**src/rtl/dma_sched_pkg.sv**
```systemverilog
// Shared types and helpers for the DMA transfer scheduler.
// Latency: n/a (types only).
// Backpressure: n/a (types only).
// Descriptor field widths here set the scheduler's datapath. The top-level ADDR_WIDTH
// and LEN_WIDTH parameters must equal DESC_ADDR_W and DESC_LEN_W.
package dma_sched_pkg;

    localparam int DESC_ADDR_W = 16;
    localparam int DESC_LEN_W  = 8;

    typedef enum logic [1:0] {
        ST_IDLE     = 2'd0,
        ST_ISSUE    = 2'd1,
        ST_WAIT     = 2'd2,
        ST_COMPLETE = 2'd3
    } sched_state_e;

    // Captured descriptor. len counts the beats still outstanding.
    typedef struct packed {
        logic [DESC_ADDR_W-1:0] src;
        logic [DESC_ADDR_W-1:0] dst;
        logic [DESC_LEN_W-1:0]  len;
    } xfer_desc_t;

    // Channel index width. This is kept at least 1 bit wide so that a
    // single-channel build still has a legal vector.
    function automatic int ch_idx_w(input int num_ch);
        return (num_ch > 1) ? $clog2(num_ch) : 1;
    endfunction

endpackage

```
**src/rtl/dma_xfer_scheduler_rr_arbiter.sv**
```systemverilog
// Round-robin arbiter: picks the first requester after last_grant, wrapping modulo NUM_CH.
// Latency: purely combinational, 0 cycles.
// Backpressure: none. The caller decides whether the grant is consumed.
// Ports: req (request vector), last_grant (previous winner), grant (one-hot), grant_idx (encoded).
module rr_arbiter
    import dma_sched_pkg::*;
#(
    parameter int NUM_CH = 4,
    parameter int IDX_W  = ch_idx_w(NUM_CH)
) (
    input  logic [NUM_CH-1:0] req,
    input  logic [IDX_W-1:0]  last_grant,
    output logic [NUM_CH-1:0] grant,
    output logic [IDX_W-1:0]  grant_idx
);

    logic             found;
    logic [IDX_W-1:0] cand;

    always_comb begin
        grant     = '0;
        grant_idx = '0;
        found     = 1'b0;
        cand      = '0;
        // Scan offsets 1..NUM_CH from the last winner. The last winner itself
        // comes last, so it can win again only if it is the sole requester.
        for (int i = 1; i <= NUM_CH; i++) begin
            cand = IDX_W'((int'(last_grant) + i) % NUM_CH);
            if (!found && req[cand]) begin
                found       = 1'b1;
                grant[cand] = 1'b1;
                grant_idx   = cand;
            end
        end
    end

endmodule

```
**src/rtl/dma_xfer_scheduler.sv**
```systemverilog
// Multi-channel DMA scheduler: accepts a descriptor from one of NUM_CH channels and steps a shared address generator beat by beat.
// Latency: handshake->first ag_start 1 cycle, ag_done->next ag_start 1 cycle, last ag_done->done_o 1 cycle.
// Backpressure: req_ready_o is high only in IDLE, for the round-robin winner. Other requests wait and are never dropped.
// Ports: req_valid_i/req_ready_o plus packed req_src_i/req_dst_i/req_len_i (channel c at [c*W +: W]);
//        ag_start_o/ag_src_o/ag_dst_o/ag_done_i to the address generator; busy_o, done_o, done_ch_o, err_o status.
// Optional macro DMA_SCHED_TIMEOUT_EN: WAIT watchdog of TIMEOUT_CYCLES that aborts the transfer with an err_o pulse.
module dma_xfer_scheduler
    import dma_sched_pkg::*;
#(
    parameter  int ADDR_WIDTH     = DESC_ADDR_W,
    parameter  int NUM_CH         = 4,
    parameter  int LEN_WIDTH      = DESC_LEN_W,
    parameter  int TIMEOUT_CYCLES = 64,
    localparam int CH_IDX_W       = ch_idx_w(NUM_CH)
) (
    input  logic                         clk_i,
    input  logic                         resetn_i,
    input  logic [NUM_CH-1:0]            req_valid_i,
    output logic [NUM_CH-1:0]            req_ready_o,
    input  logic [NUM_CH*ADDR_WIDTH-1:0] req_src_i,
    input  logic [NUM_CH*ADDR_WIDTH-1:0] req_dst_i,
    input  logic [NUM_CH*LEN_WIDTH-1:0]  req_len_i,
    output logic                         ag_start_o,
    output logic [ADDR_WIDTH-1:0]        ag_src_o,
    output logic [ADDR_WIDTH-1:0]        ag_dst_o,
    input  logic                         ag_done_i,
    output logic                         busy_o,
    output logic                         done_o,
    output logic [CH_IDX_W-1:0]          done_ch_o,
    output logic                         err_o
);

    sched_state_e        state_q, state_d;
    xfer_desc_t          desc_q, desc_d;
    logic [CH_IDX_W-1:0] ch_q, ch_d;
    logic [CH_IDX_W-1:0] last_grant_q, last_grant_d;
    logic [NUM_CH-1:0]   grant;
    logic [CH_IDX_W-1:0] grant_idx;
    logic                start_d;
    logic                tmo_hit;

    rr_arbiter #(
        .NUM_CH (NUM_CH),
        .IDX_W  (CH_IDX_W)
    ) u_arb (
        .req        (req_valid_i),
        .last_grant (last_grant_q),
        .grant      (grant),
        .grant_idx  (grant_idx)
    );

    // This output is combinational from valid and state. The rest of the
    // interface is registered.
    assign req_ready_o = (state_q == ST_IDLE) ? grant : '0;

`ifdef DMA_SCHED_TIMEOUT_EN
    localparam int TMO_W = $clog2(TIMEOUT_CYCLES + 1);
    logic [TMO_W-1:0] tmo_cnt_q;

    // The counter counts WAIT cycles and restarts on every other state, so
    // each ISSUE starts a fresh window. A done on the final cycle still wins.
    always_ff @(posedge clk_i or negedge resetn_i) begin
        if (!resetn_i) begin
            tmo_cnt_q <= '0;
        end else if (state_q == ST_WAIT) begin
            tmo_cnt_q <= tmo_cnt_q + 1'b1;
        end else begin
            tmo_cnt_q <= '0;
        end
    end

    assign tmo_hit = (state_q == ST_WAIT) && !ag_done_i &&
                     (tmo_cnt_q == TMO_W'(TIMEOUT_CYCLES - 1));
`else
    assign tmo_hit = 1'b0;
`endif

    always_comb begin
        state_d      = state_q;
        desc_d       = desc_q;
        ch_d         = ch_q;
        last_grant_d = last_grant_q;
        case (state_q)
            ST_IDLE: begin
                if (|req_valid_i) begin
                    desc_d.src   = req_src_i[int'(grant_idx)*ADDR_WIDTH +: ADDR_WIDTH];
                    desc_d.dst   = req_dst_i[int'(grant_idx)*ADDR_WIDTH +: ADDR_WIDTH];
                    desc_d.len   = req_len_i[int'(grant_idx)*LEN_WIDTH +: LEN_WIDTH];
                    ch_d         = grant_idx;
                    last_grant_d = grant_idx;
                    state_d      = ST_ISSUE;
                end
            end
            ST_ISSUE: begin
                // A zero-length descriptor passes through ISSUE without
                // raising a start pulse.
                state_d = (desc_q.len == '0) ? ST_COMPLETE : ST_WAIT;
            end
            ST_WAIT: begin
                if (ag_done_i) begin
                    desc_d.src = desc_q.src + 1'b1;
                    desc_d.dst = desc_q.dst + 1'b1;
                    desc_d.len = desc_q.len - 1'b1;
                    state_d    = (desc_q.len == DESC_LEN_W'(1)) ? ST_COMPLETE : ST_ISSUE;
                end else if (tmo_hit) begin
                    state_d = ST_IDLE;
                end
            end
            ST_COMPLETE: begin
                state_d = ST_IDLE;
            end
            default: begin
                state_d = ST_IDLE;
            end
        endcase
    end

    // Registered outputs are loaded from the next-state values, so they line
    // up with the state they describe.
    assign start_d = (state_d == ST_ISSUE) && (desc_d.len != '0);

    always_ff @(posedge clk_i or negedge resetn_i) begin
        if (!resetn_i) begin
            state_q      <= ST_IDLE;
            desc_q       <= '0;
            ch_q         <= '0;
            last_grant_q <= CH_IDX_W'(NUM_CH - 1);
            ag_start_o   <= 1'b0;
            ag_src_o     <= '0;
            ag_dst_o     <= '0;
            busy_o       <= 1'b0;
            done_o       <= 1'b0;
            done_ch_o    <= '0;
            err_o        <= 1'b0;
        end else begin
            state_q      <= state_d;
            desc_q       <= desc_d;
            ch_q         <= ch_d;
            last_grant_q <= last_grant_d;
            ag_start_o   <= start_d;
            if (start_d) begin
                ag_src_o <= desc_d.src;
                ag_dst_o <= desc_d.dst;
            end
            busy_o <= (state_d != ST_IDLE);
            done_o <= (state_d == ST_COMPLETE);
            err_o  <= tmo_hit;
            if ((state_d == ST_COMPLETE) || tmo_hit) begin
                done_ch_o <= ch_d;
            end
        end
    end

endmodule

```
**config.mk**
```make
export PLATFORM = sky130hd
export DESIGN_NAME = dma_xfer_scheduler
export DESIGN_NICKNAME = d
export VERILOG_FILES = /design/src/rtl/dma_sched_pkg.sv /design/src/rtl/dma_xfer_scheduler_rr_arbiter.sv /design/src/rtl/dma_xfer_scheduler.sv
export SDC_FILE = /design/constraint.sdc
export NUM_CORES = 1
export LEC_CHECK = 0
export BUFFER_PORTS_ARGS = -buffer_cell sky130_fd_sc_hd__buf_2
export CAP_MARGIN = 20
export CORE_ASPECT_RATIO = 0.6
export CORE_MARGIN = 2
export CORE_UTILIZATION = 25
export DETAILED_ROUTE_END_ITERATION = 12
export PLACE_DENSITY = 0.44
export SYNTH_ARGS = -nofsm -noshare
export SYNTH_HDL_FRONTEND = slang
export SYNTH_HIERARCHICAL = 1
export SYNTH_SLANG_ARGS = --single-unit
export TNS_END_PERCENT = 1
```
**constraint.sdc**
```tcl
create_clock -name clk_i -period 5.8 [get_ports clk_i]
set_input_delay 0.29 -clock clk_i [delete_from_list [all_inputs] [get_ports clk_i]]
set_output_delay 0.29 -clock clk_i [all_outputs]
set_load 0.02 [all_outputs]
```
==> results of run 1 <==
[layout make-up]
class	count	area, um2
fillers	2543	16270
well taps	322	402.9
flip-flops and latches	83	2079
repair buffers	221	1159
clock inverters	5	85.08
inverters	15	56.30
clock buffers	10	239.0
multi-input cells	436	3715
[report_power, final]
group,switching (mW),internal (mW)
combinational,1.85,1.61
clock,0.245,0.390
sequential,0.338,0.906
[flip-flops by register name (all words and copies together) (netlist names)]
name / count
ag_src_o: 16
done_o: 1
done_ch_o: 2
last_grant_q: 2
ag_dst_o: 16
ch_q: 2
desc_q: 40
busy_o: 1
state_q: 2
ag_start_o: 1
[stage by stage]
step	hold WS [ns]	utilization
after floorplan	-0.005591	-
after global placement	0.1647	0.3084
after detailed placement	0.1632	0.3084
after CTS	0.3620	0.3223
after global routing	0.3866	0.3223
final	0.3557	0.3223
[cells by family after synthesis]
kind of cell / Yosys count / share of synthesized area
simple gates: 167 / 0.1414
xor+xnor: 3 / 0.004331
buf+inv: 55 / 0.04825
mux: 85 / 0.2515
fa+ha+maj: 12 / 0.02474
compound gates: 168 / 0.1864
other cells: 1 / 0.0006180
flops: 83 / 0.3427
[cell usage after synthesis (10+ instances only)]
library cell | number | area [um2]
dfrtp_1 | 81 | 2027
nand2_1 | 53 | 198.9
a21oi_1 | 43 | 215.2
mux4_2 | 42 | 945.9
nor2_1 | 38 | 142.6
mux2_4 | 29 | 435.4
o22ai_1 | 28 | 175.2
o21ai_0 | 23 | 115.1
clkbuf_1 | 21 | 78.83
nand3_1 | 15 | 75.07
ha_1 | 12 | 150.1
a22oi_1 | 11 | 82.58
inv_1 | 11 | 41.29
nor3_1 | 11 | 55.05
mux2i_1 | 10 | 100.1
[layer usage]
metal	vias up	track usage
met5	-	0
met4	0	0.02751
met3	9	0.02930
met2	127	0.2305
met1	2662	0.2569
li1	2629	-
[worst max-delay path: stages, from the launching register on]
cell and delay (ns):
dfstp_2 0.74, inv_1 0.17, ha_1 0.42, mux4_2 0.44, o21ai_0 0.34, a2bb2oi_4 0.39, buf_4 0.26, buf_4 0.24
mux4_2 0.55, a31oi_1 0.24, nand4_1 0.17, nand3_2 0.36, buf_12 0.26, mux2_4 0.32
[cells in the final DEF (no fill, tap or decap), types with 6 or more instances in the layout]
master / count
nand4_1: 7
nor2_1: 38
nor3_1: 11
a21oi_1: 43
dfrtp_1: 81
o21ai_0: 23
nand3_1: 15
and3_1: 8
mux2_4: 29
inv_1: 11
mux4_2: 42
mux2i_1: 10
o22a_1: 9
clkbuf_16: 9
a31oi_1: 9
buf_4: 13
ha_1: 12
a22oi_1: 11
buf_2: 206
o22ai_1: 28
nand2_1: 53
and2_1: 6
[worst max-delay path by stage]
stage	from	endpoint	slack [ns]	depth (start not counted)
after global placement	last_grant_q[0]	ag_dst_o[2]	0.76	14
after CTS	last_grant_q[0]	ag_dst_o[0]	0.67	13
after detailed placement	last_grant_q[0]	ag_dst_o[0]	0.68	13
final	last_grant_q[0]	ag_dst_o[0]	0.74	13
after global routing	last_grant_q[0]	ag_src_o[1]	0.40	13
after floorplan	last_grant_q[0]	ag_dst_o[0]	1.66	16
[timing repair]
item	in CTS	in global routing
setup buffers	0	0
hold buffers	1	0
endpoints found under the hold margin	16	0
==> run_results.csv, run 1 <==
group,metric,value,unit
status,status,"complete, no violations",
pwr,p_total,5.338,mW
die,core_area,24000,um2
sta,slew_headroom,0.3891,
global_routing,grt_max_degree,68,
synthesis,ys_types,80,
clock_tree,root_buffer,"clkbuf_16",
placed_design,dp_hpwl,15.77,mm
sta,finalSetupTns,0,ns
drt,route.met3.wl,967,um
sta,setup_viol,0,
job,drv_cap,0,
drt,postRouteAntennaNets,0,
sta,rsz0062_at_grt,"false",
clock_tree,cts_resized,0,
drt,wl_met2,8.783,mm
sta,setup_slack,0.7397,ns
drt,initialDrtViolationCount,409,
die,die_y,124.7,um
setup_path,r2r-start,"last_grant_q[0]",
placed_design,post-place-ws,0.6844,ns
setup_path,crit_path_start_kind,"flop",
clock_tree,path_clk_slew,0.06,ns
setup_path,worstSetupPathType,"flop to flop",
layout,design_area,7736,um2
pwr,power_leakage,3.461,nW
global_routing,antenna_found_initial,0,
sta,layout_min_cycle_time,5.060,ns
synthesis,synth_flop_cell,"dfrtp_1",
placed_design,placed_area,7402,um2
sta,layout_worst_path_cycle_share,0.8725,
clock_tree,tritoncts,"built",
setup_path,crit_fanout,22,
setup_path,worst-r2r-setup-slack,0.74,ns
placed_design,gp_congestion,0.8462,
synthesis,yosys_warnings,6,
sta,finClkSkew,0.005868,ns
die,die_area,25580,um2
layout,n_antenna_cell,0,
synthesis,synth_seq_area_share,0.3427,
synthesis,synthArstFlopShare,1.000,
drt,wirelength,20.51,mm
sta,final_hold_viol_count,0,
setup_path,endpoint_kind,"flop",
synthesis,synthCells,574,
drt,wl_met1,10.62,mm
setup_path,r2r-end,"ag_dst_o[0]",
placed_design,portBuffers,207,
sta,max_clock_freq,197.6,MHz
sta,maxSlewViolCount,0,
clock_tree,cts.sinks,83,
global_routing,grt-ovfl-total,0,
clock_tree,clockBufferDepth,2,
setup_path,worst_r2r_path_depth,13,
sta,worst_pin_slew,0.9164,ns
drt,wire_per_inst,18.78,um
die,io_pins,209,
clock_tree,worstSkewPairLatency,0.34,ns
layout,area_delta_synth_final,27.48,%
drt,via_per_inst,4.970,
pwr,peakVddDrop,0.0003250,V
worst_hold_path,hold_path_class,"primary input to asynchronous set/reset pin",
global_routing,grtUsageTotal,0.1629,
setup_path,crit_arrival,5.28,ns
layout,finalNetCount,945,
global_routing,grt_pass1_wl,32.07,mm
drt,vias,5427,
synthesis,synth_nets,753,
drt,drc,0,
clock_tree,cts_buffers,9,
setup_path,required,6.02,ns
die,start_util,0.2528,
synthesis,synth_area,6068,um2
pwr,p_per_area,690.1,nW/um2
synthesis,synth-edff-count,0,
layout,stdcell_count,1092,
die,die_w,205.1,um
drt,top_layer,"met4",
synthesis,avgSynthCellArea,10.57,um2
synthesis,synth-seq-cells,83,
placed_design,dp_cells,1076,
layout,drive_gt1_frac,0.4260,
global_routing,grt_pass1_vias,5310,
clock_tree,htree_levels,3,
drt,first_pass_iters,6,
die,num_rows,44,
No activity file was read; power rests on OpenSTA's default activity.
==> inputs of run 2 (changes only) <==
--- a/config.mk
+++ b/config.mk
@@ -8,7 +8,6 @@
 export BUFFER_PORTS_ARGS = -buffer_cell sky130_fd_sc_hd__buf_2
 export CAP_MARGIN = 20
 export CORE_ASPECT_RATIO = 0.6
-export CORE_MARGIN = 2
 export CORE_UTILIZATION = 25
 export DETAILED_ROUTE_END_ITERATION = 12
 export PLACE_DENSITY = 0.44
==> run_results.csv, run 2 (synthesis gave the netlist of run 1 again) <==
group,metric,value,unit
layout,num-fill-cells,2441,
drt,drc,0,
layout,area_delta_synth_final,27.53,%
setup_path,required,6.02,ns
setup_path,path_buf_inv,3,
layout,top_register,"desc_q",
sta,setup_viol,0,
die,io_pins,209,
clock_tree,root_buffer,"clkbuf_16",
placed_design,portBuffers,207,
layout,reg.largest.list,"desc_q x40, ag_dst_o x16, ag_src_o x16",
clock_tree,cts_buffers,9,
layout,stdcell_count,1086,
sta,final_hold_viol_count,0,
global_routing,antenna_found_initial,0,
sta,setup_slack,0.7863,ns
clock_tree,htree_levels,3,
drt,via_per_inst,5.012,
setup_path,worstSetupPathType,"flop to flop",
status,status,"complete, no violations",
setup_path,r2r-start,"last_grant_q[1]",
drt,postRouteAntennaNets,0,
layout,mostFrequentLayoutCells,"206 x buf_2, 81 x dfrtp_1, 53 x nand2_1",
setup_path,crit_family,"multiplexers",
pwr,p_per_area,691.2,nW/um2
sta,worst_pin_slew,1.059,ns
setup_path,cpPeakStageDelay,0.63,ns
die,core_area,23460,um2
pwr,internal_power,2.901,mW
layout,finalNetCount,945,
clock_tree,path_clk_slew,0.07,ns
clock_tree,cts_resized,0,
setup_path,crit_fanout,23,
drt,initialDrtViolationCount,306,
placed_design,placed_area,7393,um2
setup_path,cpMaxStageDelayCell,"dfstp_2",
setup_path,crit_path_start_kind,"flop",
die,num_rows,43,
die,die_y,122.7,um
setup_path,endpoint_kind,"flop",
sta,rsz0062_at_grt,"false",
global_routing,grtUsageTotal,0.1635,
pwr,switchingPower,2.448,mW
setup_path,crit_arrival,5.23,ns
pwr,power_leakage,3.467,nW
pwr,switching_share,0.4576,
pwr,clkPwrFrac,0.122,
clock_tree,tritoncts,"built",
layout,largest_reg_flops,40,
layout,layout_commonest_cell,"buf_2",
placed_design,post-place-ws,0.7450,ns
pwr,power_frac_comb,0.648,
worst_hold_path,hold_path_class,"primary input to asynchronous set/reset pin",
job,drv_cap,0,
layout,design_area,7739,um2
drt,wirelength,20.33,mm
global_routing,grt_max_degree,72,
setup_path,crit_path_start,"last_grant_q[1]",
layout,n_antenna_cell,0,
die,start_util,0.2587,
pwr,peakVddDrop,0.0002235,V
sta,finClkSkew,0.01049,ns
global_routing,grt_pass1_vias,5212,
global_routing,grt_pass1_wl,31.11,mm
sta,finalSetupTns,0,ns
die,die_area,24920,um2
drt,vias,5443,
layout,drive_gt1_frac,0.4267,
sta,slew_headroom,0.2917,
sta,layout_worst_path_cycle_share,0.8644,
setup_path,crit_top_cell,"mux4_2",
sta,layout_min_cycle_time,5.014,ns
pwr,pwr-share-seq,0.230,
sta,maxSlewViolCount,0,
placed_design,gp_congestion,0.8203,
clock_tree,clockBufferDepth,2,
clock_tree,worstSkewPairLatency,0.34,ns
setup_path,cp_cell_sequence,"inv_1 > ha_1 > mux4_2 > o21ai_0 > a2bb2oi_4 > buf_4 > mux4_2 > nor3_1 > a31oi_1 > a211oi_2 > nand4_1 > nand3_2 > buf_12 > mux2_4",
clock_tree,cts.sinks,83,
drt,first_pass_iters,6,
placed_design,dp_hpwl,15.39,mm
clock_tree,holdBufCountCts,1,
sta,max_clock_freq,199.5,MHz
drt,wire_per_inst,18.72,um
global_routing,grt-ovfl-total,0,
clock_tree,post_cts_buffers,0,
die,die_w,203.1,um
placed_design,dp_cells,1069,
[run 2: cell types whose count changed in the layout (fill, tap and decap cells not counted), sizes merged]
cell / before / now
clkinv: 2 / 3
[run 2: final cells by class]
class	instances	area, um2	share of cell area
timing repair buffer	221	1159	0.1497
tap	315	394.1	0.05093
sequential	83	2079	0.2687
clock buffer	10	239.0	0.03088
inverter	15	56.30	0.007276
multi-input combinational	436	3715	0.4800
clock inverter	6	96.34	0.01245
[run 2: path summary, 6_finish.rpt]
| check | endpoint | slack [ns] | depth (start not counted) |
|---|---|---|---|
| min in group clk_i | desc_q[5] | 0.44 | 3 |
| min reg2reg | ch_q[1] | 0.47 | 2 |
| max in group asynchronous | desc_q[37] | 4.25 | 3 |
| min | ag_src_o[15] | 0.33 | 2 |
| max | ag_dst_o[3] | 0.79 | 14 |
| max reg2reg | ag_dst_o[3] | 0.79 | 14 |
[run 2: per-layer routing]
layer  track usage  part of all wire
met4       0.02350            0.0073
met5             0                 0
met1        0.2657              0.55
met3       0.02469             0.033
met2        0.2252              0.41
[run 2: power groups by stage]
stage / registers (mW) / logic, mW / clock network (mW)
floorplan: 1.30 / 2.49 / 0
global placement: 1.24 / 3.49 / 0
detailed placement: 1.23 / 3.50 / 0
CTS: 1.23 / 3.52 / 0.675
global route: 1.29 / 3.78 / 0.689
finish: 1.23 / 3.46 / 0.654
[run 2: stage by stage]
| step | hold slack, ns | util | total power, mW |
|---|---|---|---|
| after detailed placement | 0.1415 | 0.3152 | 4.731 |
| after floorplan | -0.005591 | - | 3.783 |
| after global placement | 0.1410 | 0.3152 | 4.729 |
| final | 0.3257 | 0.3299 | 5.349 |
| after global routing | 0.3578 | 0.3299 | 5.752 |
| after CTS | 0.3294 | 0.3299 | 5.418 |
==> inputs of run 3 (changes only) <==
==> constraint.sdc (replaced) <==
create_clock -name clk_i -period 4.9 [get_ports clk_i]
set_input_delay 0.245 -clock clk_i [delete_from_list [all_inputs] [get_ports clk_i]]
set_output_delay 0.245 -clock clk_i [all_outputs]
set_load 0.02 [all_outputs]
==> run_results.csv, run 3 (synthesis gave the netlist of run 1 again) <==
group,metric,value,unit
global_routing,grt-ovfl-total,0,
pwr,power_leakage,3.481,nW
setup_path,worstSetupPathType,"flop to flop",
sta,maxSlewViolCount,0,
layout,n_antenna_cell,0,
die,num_rows,43,
layout,area_delta_synth_final,27.71,%
clock_tree,root_buffer,"clkbuf_16",
pwr,switchingPower,2.858,mW
clock_tree,post_cts_buffers,0,
die,die_y,122.7,um
layout,stdcell_count,1092,
setup_path,cp_cell_sequence,"inv_1 > ha_1 > mux4_2 > o21ai_0 > a2bb2oi_4 > buf_4 > mux4_2 > o41a_1 > o31a_1 > a211oi_2 > nand4_1 > nand3_2 > buf_12 > mux2_4",
job,drv_cap,0,
sta,layout_min_cycle_time,4.459,ns
drt,postRouteAntennaNets,0,
sta,final_hold_viol_count,0,
layout,largest_reg_flops,40,
pwr,power_frac_comb,0.661,
clock_tree,cts_buffers,9,
pwr,internal_power,3.419,mW
sta,finClkSkew,0.01167,ns
status,status,"complete, no violations",
placed_design,dp_hpwl,15.50,mm
sta,rsz0062_at_grt,"false",
drt,initialDrtViolationCount,384,
layout,finalNetCount,952,
drt,wirelength,20.14,mm
clock_tree,cts_resized,0,
setup_path,cpMaxStageDelayCell,"dfstp_2",
drt,wire_per_inst,18.44,um
global_routing,grt_pass1_vias,5161,
sta,whs,0.3971,ns
layout,design_area,7750,um2
layout,num-fill-cells,2437,
layout,reg.largest.list,"desc_q x40, ag_dst_o x16, ag_src_o x16",
global_routing,grt_pass1_wl,31.23,mm
setup_path,crit_family,"multiplexers",
die,start_util,0.2587,
pwr,clkPwrFrac,0.111,
setup_path,crit_top_cell,"mux4_2",
die,die_w,203.1,um
pwr,p_per_area,810.0,nW/um2
clock_tree,worstSkewPairLatency,0.34,ns
layout,drive_gt1_frac,0.4299,
clock_tree,path_clk_slew,0.07,ns
layout,multiInputGateArea,3715,um2
layout,mostFrequentLayoutCells,"206 x buf_2, 81 x dfrtp_1, 53 x nand2_1",
sta,worst_pin_slew,0.8895,ns
sta,finalSetupTns,0,ns
setup_path,endpoint_kind,"flop",
placed_design,gp_congestion,0.8268,
die,core_area,23460,um2
setup_path,cpPeakStageDelay,0.63,ns
global_routing,grt_max_degree,50,
worst_hold_path,hold_path_class,"primary input to flop",
clock_tree,clockBufferDepth,2,
clock_tree,cts.sinks,83,
setup_path,crit_path_start_kind,"flop",
layout,seqCellArea,2079,um2
clock_tree,tritoncts,"built",
setup_path,worst-r2r-setup-slack,0.44,ns
setup_path,path_buf_inv,3,
drt,first_pass_iters,5,
drt,drc,0,
pwr,switching_share,0.4554,
pwr,peakVddDrop,0.0002543,V
drt,via_per_inst,4.990,
layout,layout_commonest_cell,"buf_2",
clock_tree,htree_levels,3,
clock_tree,holdBufCountCts,1,
die,die_area,24920,um2
setup_path,required,5.11,ns
placed_design,placed_area,7446,um2
placed_design,portBuffers,207,
layout,top_register,"desc_q",
global_routing,grtUsageTotal,0.1636,
drt,vias,5449,
sta,max_clock_freq,224.2,MHz
setup_path,crit_arrival,4.67,ns
sta,slew_headroom,0.4025,
pwr,pwr-share-seq,0.228,
global_routing,antenna_found_initial,0,
die,io_pins,209,
sta,setup_viol,0,
sta,layout_worst_path_cycle_share,0.9101,
setup_path,crit_fanout,33,
placed_design,dp_cells,1076,
run 3: cell types whose count changed in the layout (fill, tap and decap cells not counted):
cell	previous run	this run
inv_6	1	0
inv_8	1	0
clkinv_2	0	1
buf_4	13	20
bufinv_16	2	1
clkbuf_1	0	1
run 3: worst register-to-register path, cell delays in order, from the launching register on:
cell and delay [ns]:
dfstp_2 0.63, inv_1 0.15, ha_1 0.44, mux4_2 0.35, o21ai_0 0.31, a2bb2oi_4 0.30
buf_4 0.28, mux4_2 0.55, o41a_1 0.13, o31a_1 0.13, a211oi_2 0.18, nand4_1 0.14
nand3_2 0.12, buf_12 0.25, mux2_4 0.39
run 3: path summary, 6_finish.rpt:
path / start / to / depth (start not counted)
max reg2reg: last_grant_q[1] / ag_dst_o[2] / 14
min reg2reg: ch_q[0] / ch_q[0] / 2
max in group asynchronous: resetn_i / last_grant_q[1] / 3
max: last_grant_q[1] / ag_dst_o[2] / 14
min: req_len_i[25] / desc_q[1] / 3
min in group asynchronous: resetn_i / ag_dst_o[8] / 2
run 3: area by class of cell:
cell class	count	area share
tap	315	0.05086
inverter	15	0.007265
clock buffer	11	0.03132
timing repair buffer	228	0.1563
multi-input combinational	436	0.4793
clock inverter	4	0.006619
sequential	83	0.2683
run 3: through the flow:
step                power [mW]  utilization  worst slack [ns]
finish                   6.277       0.3304            0.4406
global placement         5.645       0.3174            0.4748
CTS                      6.369       0.3304            0.3905
global route             6.807       0.3304            0.1357
floorplan                4.477            -            0.7588
detailed placement       5.643       0.3174            0.3984
run 3: power by group through the flow:
| stage | sequential (mW) | combinational (mW) | clock [mW] |
|---|---|---|---|
| 2_1_floorplan | 1.53 | 2.94 | 0 |
| 3_3_place_gp | 1.44 | 4.20 | 0 |
| 3_5_place_dp | 1.43 | 4.21 | 0 |
| 4_1_cts | 1.43 | 4.23 | 0.714 |
| 5_1_grt | 1.50 | 4.57 | 0.734 |
| 6_report | 1.43 | 4.15 | 0.695 |
run 3: metal layers:
layer,part of all wire,global-route usage,vias up
met5,0,0,-
met4,0.0063,0.02538,0
met3,0.045,0.03133,8
met2,0.41,0.2213,120
met1,0.54,0.2639,2685
li1,-,-,2636
